## src/rtl/uart_sample_rx.sv

```systemverilog
// 8N1 UART receiver that pairs consecutive bytes little-endian into 16-bit mono samples.
// A lone low byte is dropped after a configurable idle gap so the byte pairing resynchronises.
module uart_sample_rx #(
  parameter int CLKS_PER_BIT = 234,
  parameter int GAP_TIMEOUT  = 2808
) (
  input  logic        clk,
  input  logic        rst,
  input  logic        rx,
  output logic [15:0] data_out,
  output logic        sample_valid,
  output logic        frame_err,
  output logic        busy
);

  localparam logic [1:0] IDLE  = 2'd0;
  localparam logic [1:0] START = 2'd1;
  localparam logic [1:0] DATA  = 2'd2;
  localparam logic [1:0] STOP  = 2'd3;

  localparam int         GW       = $clog2(GAP_TIMEOUT + 1);
  localparam logic [15:0] HALF_CNT = 16'(CLKS_PER_BIT / 2 - 1);
  localparam logic [15:0] BIT_CNT  = 16'(CLKS_PER_BIT - 1);
  localparam logic [GW-1:0] GAP_END = GW'(GAP_TIMEOUT);

  logic          rx_meta;
  logic          rxs;
  logic [1:0]    state;
  logic [15:0]   cnt;
  logic [2:0]    bit_idx;
  logic [7:0]    shreg;
  logic [7:0]    low_byte;
  logic          pending;
  logic [GW-1:0] gap_cnt;

  assign busy = (state != IDLE);

  always_ff @(posedge clk) begin
    if (rst) begin
      rx_meta      <= 1'b1;
      rxs          <= 1'b1;
      state        <= IDLE;
      cnt          <= '0;
      bit_idx      <= '0;
      shreg        <= '0;
      low_byte     <= '0;
      pending      <= 1'b0;
      gap_cnt      <= '0;
      data_out     <= '0;
      sample_valid <= 1'b0;
      frame_err    <= 1'b0;
    end else begin
      rx_meta      <= rx;
      rxs          <= rx_meta;
      sample_valid <= 1'b0;
      frame_err    <= 1'b0;

      // Orphaned low byte: give up on it after a long idle so pairing realigns
      if (state == IDLE && pending) begin
        if (gap_cnt == GAP_END) begin
          pending <= 1'b0;
          gap_cnt <= '0;
        end else begin
          gap_cnt <= gap_cnt + GW'(1);
        end
      end else begin
        gap_cnt <= '0;
      end

      case (state)
        IDLE: begin
          if (!rxs) begin
            state <= START;
            cnt   <= HALF_CNT;
          end
        end
        START: begin
          if (cnt == 16'd0) begin
            if (!rxs) begin
              state   <= DATA;
              cnt     <= BIT_CNT;
              bit_idx <= 3'd0;
            end else begin
              state <= IDLE;
            end
          end else begin
            cnt <= cnt - 16'd1;
          end
        end
        DATA: begin
          if (cnt == 16'd0) begin
            shreg   <= {rxs, shreg[7:1]};
            cnt     <= BIT_CNT;
            bit_idx <= bit_idx + 3'd1;
            if (bit_idx == 3'd7) state <= STOP;
          end else begin
            cnt <= cnt - 16'd1;
          end
        end
        default: begin
          // STOP: sample mid stop bit and drop to IDLE so a following start bit is not missed
          if (cnt == 16'd0) begin
            state <= IDLE;
            if (rxs) begin
              if (pending) begin
                data_out     <= {shreg, low_byte};
                sample_valid <= 1'b1;
                pending      <= 1'b0;
              end else begin
                low_byte <= shreg;
                pending  <= 1'b1;
              end
            end else begin
              frame_err <= 1'b1;
              pending   <= 1'b0;
            end
          end else begin
            cnt <= cnt - 16'd1;
          end
        end
      endcase
    end
  end

endmodule

```

## config.mk

```make
export PLATFORM = sky130hd
export DESIGN_NAME = uart_sample_rx
export DESIGN_NICKNAME = d
export VERILOG_FILES = /design/src/rtl/uart_sample_rx.sv
export SDC_FILE = /design/constraint.sdc
export NUM_CORES = 1
export LEC_CHECK = 0
export CORE_MARGIN = 5
export CORE_UTILIZATION = 32
export DETAILED_ROUTE_END_ITERATION = 12
export PLACE_DENSITY = 0.46
export SLEW_MARGIN = 20
export SYNTH_ARGS = -nofsm -noshare
export SYNTH_HDL_FRONTEND = slang
export SYNTH_SLANG_ARGS = --single-unit
```

## constraint.sdc

```tcl
create_clock -name clk -period 3.4 [get_ports clk]
set_clock_uncertainty 0.15 [all_clocks]
set_input_delay 0.68 -clock clk [delete_from_list [all_inputs] [get_ports clk]]
set_output_delay 0.68 -clock clk [all_outputs]
set_load 0.02 [all_outputs]
```

==> results of run 1 <==
[through the flow]
step | instance area, um^2 | hold WS [ns]
final | 3846 | 0.2637
after global routing | 3846 | 0.2977
after CTS | 3846 | 0.2672
after detailed placement | 3626 | 0.2490
after global placement | 3626 | 0.2436
after floorplan | 3317 | 0.2395
[registers in the layout, summed over array words and instances, names as in the netlist]
name	cells
bit_idx	3
rx_meta	1
frame_err	1
cnt	16
low_byte	8
shreg	8
pending	1
sample_valid	1
gap_cnt	12
rxs	1
data_out	16
state	2
[power breakdown]
part | internal [uW] | switching, uW
registers | 872 | 53.7
logic | 374 | 745
clock network | 417 | 335
[Yosys cell counts, types with 2 or more instances]
cell       count  share of area (%)
clkbuf_1      15                1.7
buf_6          2               0.68
nor2_1        30                3.4
a31oi_1        4               0.75
xnor2_1        6                1.6
nor4_1         4               0.75
nand4_1        2               0.38
a211oi_1       4               0.91
nor3_1        13                2.0
a32oi_1        2               0.53
dfxtp_1       70                 42
or3_1          3               0.57
mux2i_1       25                7.5
o211ai_1       3               0.68
inv_1         19                2.2
nor3_2         2               0.60
nand2b_1       3               0.57
nand4bb_1      2               0.68
nor2b_1        3               0.57
o311ai_0       3               0.79
xor2_1         5                1.3
o21ai_0       16                2.4
o221ai_1       2               0.53
or2_2          4               0.75
o2111ai_1      6                1.6
nand3_1       13                2.0
buf_12         2                1.2
o31ai_1        2               0.45
nand2_1       60                6.8
buf_2          2               0.30
a21oi_1       24                3.6
ha_1          10                3.8
[layout by cell type (no fill, tap or decap), types with 4 or more instances in the layout]
cell type | synthesis | routed
dfxtp_1 | 70 | 70
nand2_1 | 60 | 60
nor2_1 | 30 | 30
mux2i_1 | 25 | 25
a21oi_1 | 24 | 24
clkdlybuf4s50_1 | 0 | 21
inv_1 | 19 | 19
o21ai_0 | 16 | 16
nor3_1 | 13 | 13
nand3_1 | 13 | 13
ha_1 | 10 | 10
clkbuf_8 | 0 | 9
o2111ai_1 | 6 | 6
xnor2_1 | 6 | 6
xor2_1 | 5 | 5
buf_4 | 0 | 5
or2_2 | 4 | 4
a31oi_1 | 4 | 4
a211oi_1 | 4 | 4
nor4_1 | 4 | 4
[critical path, stage by stage (launching register included)]
cell,delay (ns)
dfxtp_1,0.42
inv_1,0.09
ha_1,0.35
inv_1,0.22
clkdlybuf4s50_1,0.65
[logic make-up after synthesis]
family	share of synthesized area, %
XOR/XNOR	2.904
buffers and inverters	6.148
adder cells (fa/ha/maj)	3.772
flip-flops	42.25
multiplexers	7.544
AO/OA/AOI/OAI	14.60
AND/OR/NAND/NOR	22.78
[metal layers]
metal	GRT usage (%)	share of wire (%)	vias up
met3	3.043	3.9	7
met2	18.59	43	35
li1	-	-	1381
met5	0	0	-
met1	17.51	52	1225
met4	4.380	0.93	0
[worst paths after layout]
| kind | from | to | slack (ns) | cells after the start |
|---|---|---|---|---|
| hold / removal | rx_meta$_SDFF_PP1_ | rxs$_SDFF_PP1_ | 0.26 | 1 |
| setup reg to reg | cnt[4]$_SDFFE_PP0P_ | cnt[9]$_SDFFE_PP0P_ | 0.74 | 6 |
| hold reg to reg | rx_meta$_SDFF_PP1_ | rxs$_SDFF_PP1_ | 0.26 | 1 |
| setup / recovery | state[0]$_SDFFE_PP0P_ | busy | 0.49 | 4 |
[final cells by class]
type                       count  area [um^2]  share of cell area [%]
sequential                    70         1401                   36.43
clock inverter                 7        96.34                   2.505
multi-input combinational    272         1712                   44.50
tap                          136        170.2                   4.424
timing repair buffer          27        267.8                   6.962
clock buffer                   9        123.9                   3.221
inverter                      20        75.07                   1.952
==> impl_metrics.yaml, run 1 <==
synthesis:
  yosys_warnings: 0
  syn_nets: 396
  ys_types: 54
  synth_edf_count: 0
  synthesis.area_um2: 3317
  async_flop_share_pct: 0
  synth-seq-area-share_pct: 42.25
  ys_ff_latch: 70
  avgSynthCellArea_um2: 8.660
  synth_cells: 383
  ys.flop_type: "dfxtp_1"
clocking:
  postCtsResizedCells: 0
  numCtsBuffers: 9
  clock_path_buffers: 2
  cts_root_buffer: "clkbuf_8"
  clkLatencyLatePin_ns: 0.35
  holdBufCountCts: 0
  cts_sinks: 70
  postCtsSetupBuffers: 0
  tritoncts: "yes"
  htreeDepth: 3
  path_clk_slew_ns: 0.07
outcome:
  outcome: "finished, final reports clean"
routing:
  vias: 2648
  drc: 0
  via_per_inst: 4.895
  antenna_left: 0
  dr.pass1.iters: 4
  drt_first_iter_violations: 142
  wl_um: 7394
  wl_per_cell_um: 13.67
timing:
  slew_headroom_pct: 51.32
  rsz0062_at_grt: "no"
  maxSlewViolCount: 0
  fin_ws_ns: 0.4891
  hold_viol_final: 0
  finalCriticalPeriod_ns: 2.911
  fin_tns_setup_ns: 0
  worst_pin_slew_ns: 0.7276
  period_share_pct: 85.62
  timing.fmax_mhz: 343.5
  finalSetupViolations: 0
floorplanning:
  die-area_um2: 12500
  die_x_um: 111.8
  start_util_pct: 32.42
  ios: 22
  num_rows: 37
  coreArea_um2: 10230
  die_height_um: 111.8
min_path:
  worstHoldPathType: "flop to flop"
placed_design:
  io_buffer_count: 21
  dp_hpwl_um: 5051
  place_ws_ns: 0.7173
  gp_congestion: 0.7963
  dp_cells: 525
setup_path:
  cp.arrival_ns: 2.08
  startpoint_type: "flop"
  critical_path_peak_fanout: 12
  required_ns: 2.57
  endpoint_kind: "primary output"
  crit_type: "flop to primary output"
layout:
  fin_cells: 541
  final_core_utilization_pct: 37.59
  finish.net_count: 413
  drive_gt1_share_pct: 8.889
  n_antenna_cell: 0
  syn2layout_area_growth_pct: 15.96
  num-fill-cells: 1058
pwr:
  power_leakage_uw: 0.001338
  ir_drop_v: 0.0002655
  finalPower_uw: 2796
  pwr_density_cell_nw_per_um2: 727.0
global_routing:
  grt_max_degree: 35
  grt_pass1_wl_um: 12880
  grt_pass1_vias: 2543
  antenna_found_initial: 0
  gr-total-overflow: 0
  grt.total_usage_pct: 12.48
job:
  maxCapViolCount: 0
Power figures use the tool's default switching activity.
==> run 2: changes to the inputs <==
--- a/config.mk
+++ b/config.mk
@@ -5,6 +5,8 @@
 export SDC_FILE = /design/constraint.sdc
 export NUM_CORES = 1
 export LEC_CHECK = 0
+export CAP_MARGIN = 40
+export CORE_ASPECT_RATIO = 1.2
 export CORE_MARGIN = 5
 export CORE_UTILIZATION = 32
 export DETAILED_ROUTE_END_ITERATION = 12
==> run 2 against run 1 <==
Hold slack got worse by 0.0074 ns. Critical path type is now flop to flop. Cell count decreased by 2.0%. Clock power rose by 32%. Highest routed layer unchanged. Flip-flop and latch count unchanged. Non-clock buffer count did not move. Sequential share of layout area down 0.62 points. Global-route usage grew 0.76 points.
==> impl_metrics.yaml, run 2 (same netlist as run 1, synthesis figures left out) <==
layout:
  drive_gt1_share_pct: 8.663
  multi_input_area_um2: 1712
  num-fill-cells: 1035
  n_antenna_cell: 0
  layout_commonest_cell: "dfxtp_1"
  fin_cells: 530
  regArea_um2: 1401
  syn2layout_area_growth_pct: 17.96
  most-common-layout-cells: "dfxtp_1, nand2_1, nor2_1, mux2i_1, a21oi_1"
  reg_top3: "cnt: 16 flops, data_out: 16 flops, gap_cnt: 12 flops"
  finish.net_count: 413
pwr:
  power.share.clock_pct: 32.4
  power_leakage_uw: 0.001371
  power_switching_uw: 1182
  power.internal_uw: 1885
  seqPwrFrac_pct: 30.2
  ir_drop_v: 0.0003174
  pwr_density_cell_nw_per_um2: 783.9
  swShare_pct: 38.53
  combPwrFrac_pct: 37.4
min_path:
  hp-start: "rx_meta$_SDFF_PP1_"
  hold_path_end: "rxs$_SDFF_PP1_"
  min_delay_path_depth: 1
  worstHoldPathType: "flop to flop"
timing:
  hold_viol_final: 0
  maxSlewViolCount: 0
  fin_tns_setup_ns: 0
  finalSetupViolations: 0
  period_share_pct: 88.01
  rsz0062_at_grt: "no"
  finalCriticalPeriod_ns: 2.992
  slew_headroom_pct: 47.26
  timing.fmax_mhz: 334.2
  worst_pin_slew_ns: 0.7882
clocking:
  postCtsResizedCells: 0
  tritoncts: "yes"
  postCtsSetupBuffers: 0
  numCtsBuffers: 9
  path_clk_slew_ns: 0.06
  htreeDepth: 3
  holdBufCountCts: 0
  cts_root_buffer: "clkbuf_16"
  cts_sinks: 70
  clock_path_buffers: 2
  clkLatencyLatePin_ns: 0.34
placed_design:
  dp_hpwl_um: 5317
  dp_cells: 515
  io_buffer_count: 21
  gp_congestion: 0.8256
floorplanning:
  coreArea_um2: 10060
  die-area_um2: 12510
  start_util_pct: 32.97
  die_x_um: 102.9
  die_height_um: 121.5
  num_rows: 40
  ios: 22
setup_path:
  crit_type: "flop to flop"
  cp.arrival_ns: 3.07
  path_buf_inv: 1
  critPathTopFamily: "compound AO/OA/AOI/OAI gates"
  endpoint_kind: "flop"
  r2r-end: "cnt[9]$_SDFFE_PP0P_"
  required_ns: 3.48
  startpoint_type: "flop"
  critical_path_peak_fanout: 12
  cp_slowest_cell: "a21oi_1"
  cp_cell_sequence: "inv_1 > ha_1 > a2bb2oi_1 > nor3_1 > a21oi_1 > o21ai_0 > o311ai_0"
  cp_slowest_stage_delay_ns: 0.64
  r2r_slack_ns: 0.41
  rr_startpoint: "state[1]$_SDFFE_PP0P_"
  ff2ff_path_depth: 7
global_routing:
  grt_max_degree: 35
  use_met2_pct: 19.86
  grt_pass1_vias: 2566
  antenna_found_initial: 0
  grtUsageMet1_pct: 17.40
  gr-total-overflow: 0
  grt.total_usage_pct: 13.23
  top_usage_layer: "met2"
  grt_pass1_wl_um: 12900
  use_met3_pct: 4.140
routing:
  dr.pass1.iters: 4
  wl_um: 7808
  drc: 0
  antenna_left: 0
  via_per_inst: 5.183
  wl_per_cell_um: 14.73
  drt_first_iter_violations: 172
  vias: 2747
outcome:
  outcome: "finished, final reports clean"
job:
  maxCapViolCount: 0
[run 2: cell count changes in the layout (fill, tap and decap cells not counted), sizes merged]
cell      delta
clkinv       -1
clkinvlp     +1
inv          -1
[run 2: cell type report]
class	count	share of cell area [%]
sequential	70	35.82
timing repair buffer	27	6.524
tap	126	4.029
clock buffer	9	5.756
clock inverter	6	2.207
inverter	20	1.919
multi-input combinational	272	43.75
[run 2: stage by stage]
stage | cell area [um^2] | setup slack (ns) | util (%) | hold slack [ns] | total power, uW
CTS | 3913 | 0.4564 | 38.89 | 0.2582 | 3080
floorplan | 3317 | 0.9909 | - | 0.2395 | 1807
finish | 3913 | 0.4075 | 38.89 | 0.2564 | 3067
global route | 3913 | 0.1453 | 38.89 | 0.2945 | 3243
detailed placement | 3601 | 0.4906 | 35.80 | 0.2441 | 2069
global placement | 3601 | 0.6200 | 35.80 | 0.2448 | 2084
[run 2: how the worst max path moves through the flow]
stage	from	to	slack (ns)	cells after the start
2_1_floorplan	cnt[4]$_SDFFE_PP0P_	data_out[10]$_SDFFE_PP0P_	0.99	9
3_3_place_gp	state[0]$_SDFFE_PP0P_	cnt[9]$_SDFFE_PP0P_	0.62	7
3_5_place_dp	state[0]$_SDFFE_PP0P_	cnt[9]$_SDFFE_PP0P_	0.49	7
4_1_cts	state[0]$_SDFFE_PP0P_	cnt[9]$_SDFFE_PP0P_	0.46	7
5_1_grt	state[0]$_SDFFE_PP0P_	cnt[9]$_SDFFE_PP0P_	0.15	7
6_report	state[1]$_SDFFE_PP0P_	cnt[9]$_SDFFE_PP0P_	0.41	7
[run 2: layer usage]
layer	share of wire (%)	wire length (um)	up-vias
li1	-	-	1384
met1	47	3661	1277
met3	6.6	517	11
met5	0	0	-
met2	45	3489	75
met4	1.8	140	0
[run 2: power groups by stage]
| stage | clock network, uW | registers, uW | logic [uW] |
|---|---|---|---|
| finish | 993 | 926 | 1150 |
| global route | 1060 | 934 | 1250 |
| CTS | 1020 | 925 | 1130 |
| detailed placement | 0 | 941 | 1130 |
| global placement | 0 | 943 | 1140 |
| floorplan | 0 | 927 | 880 |
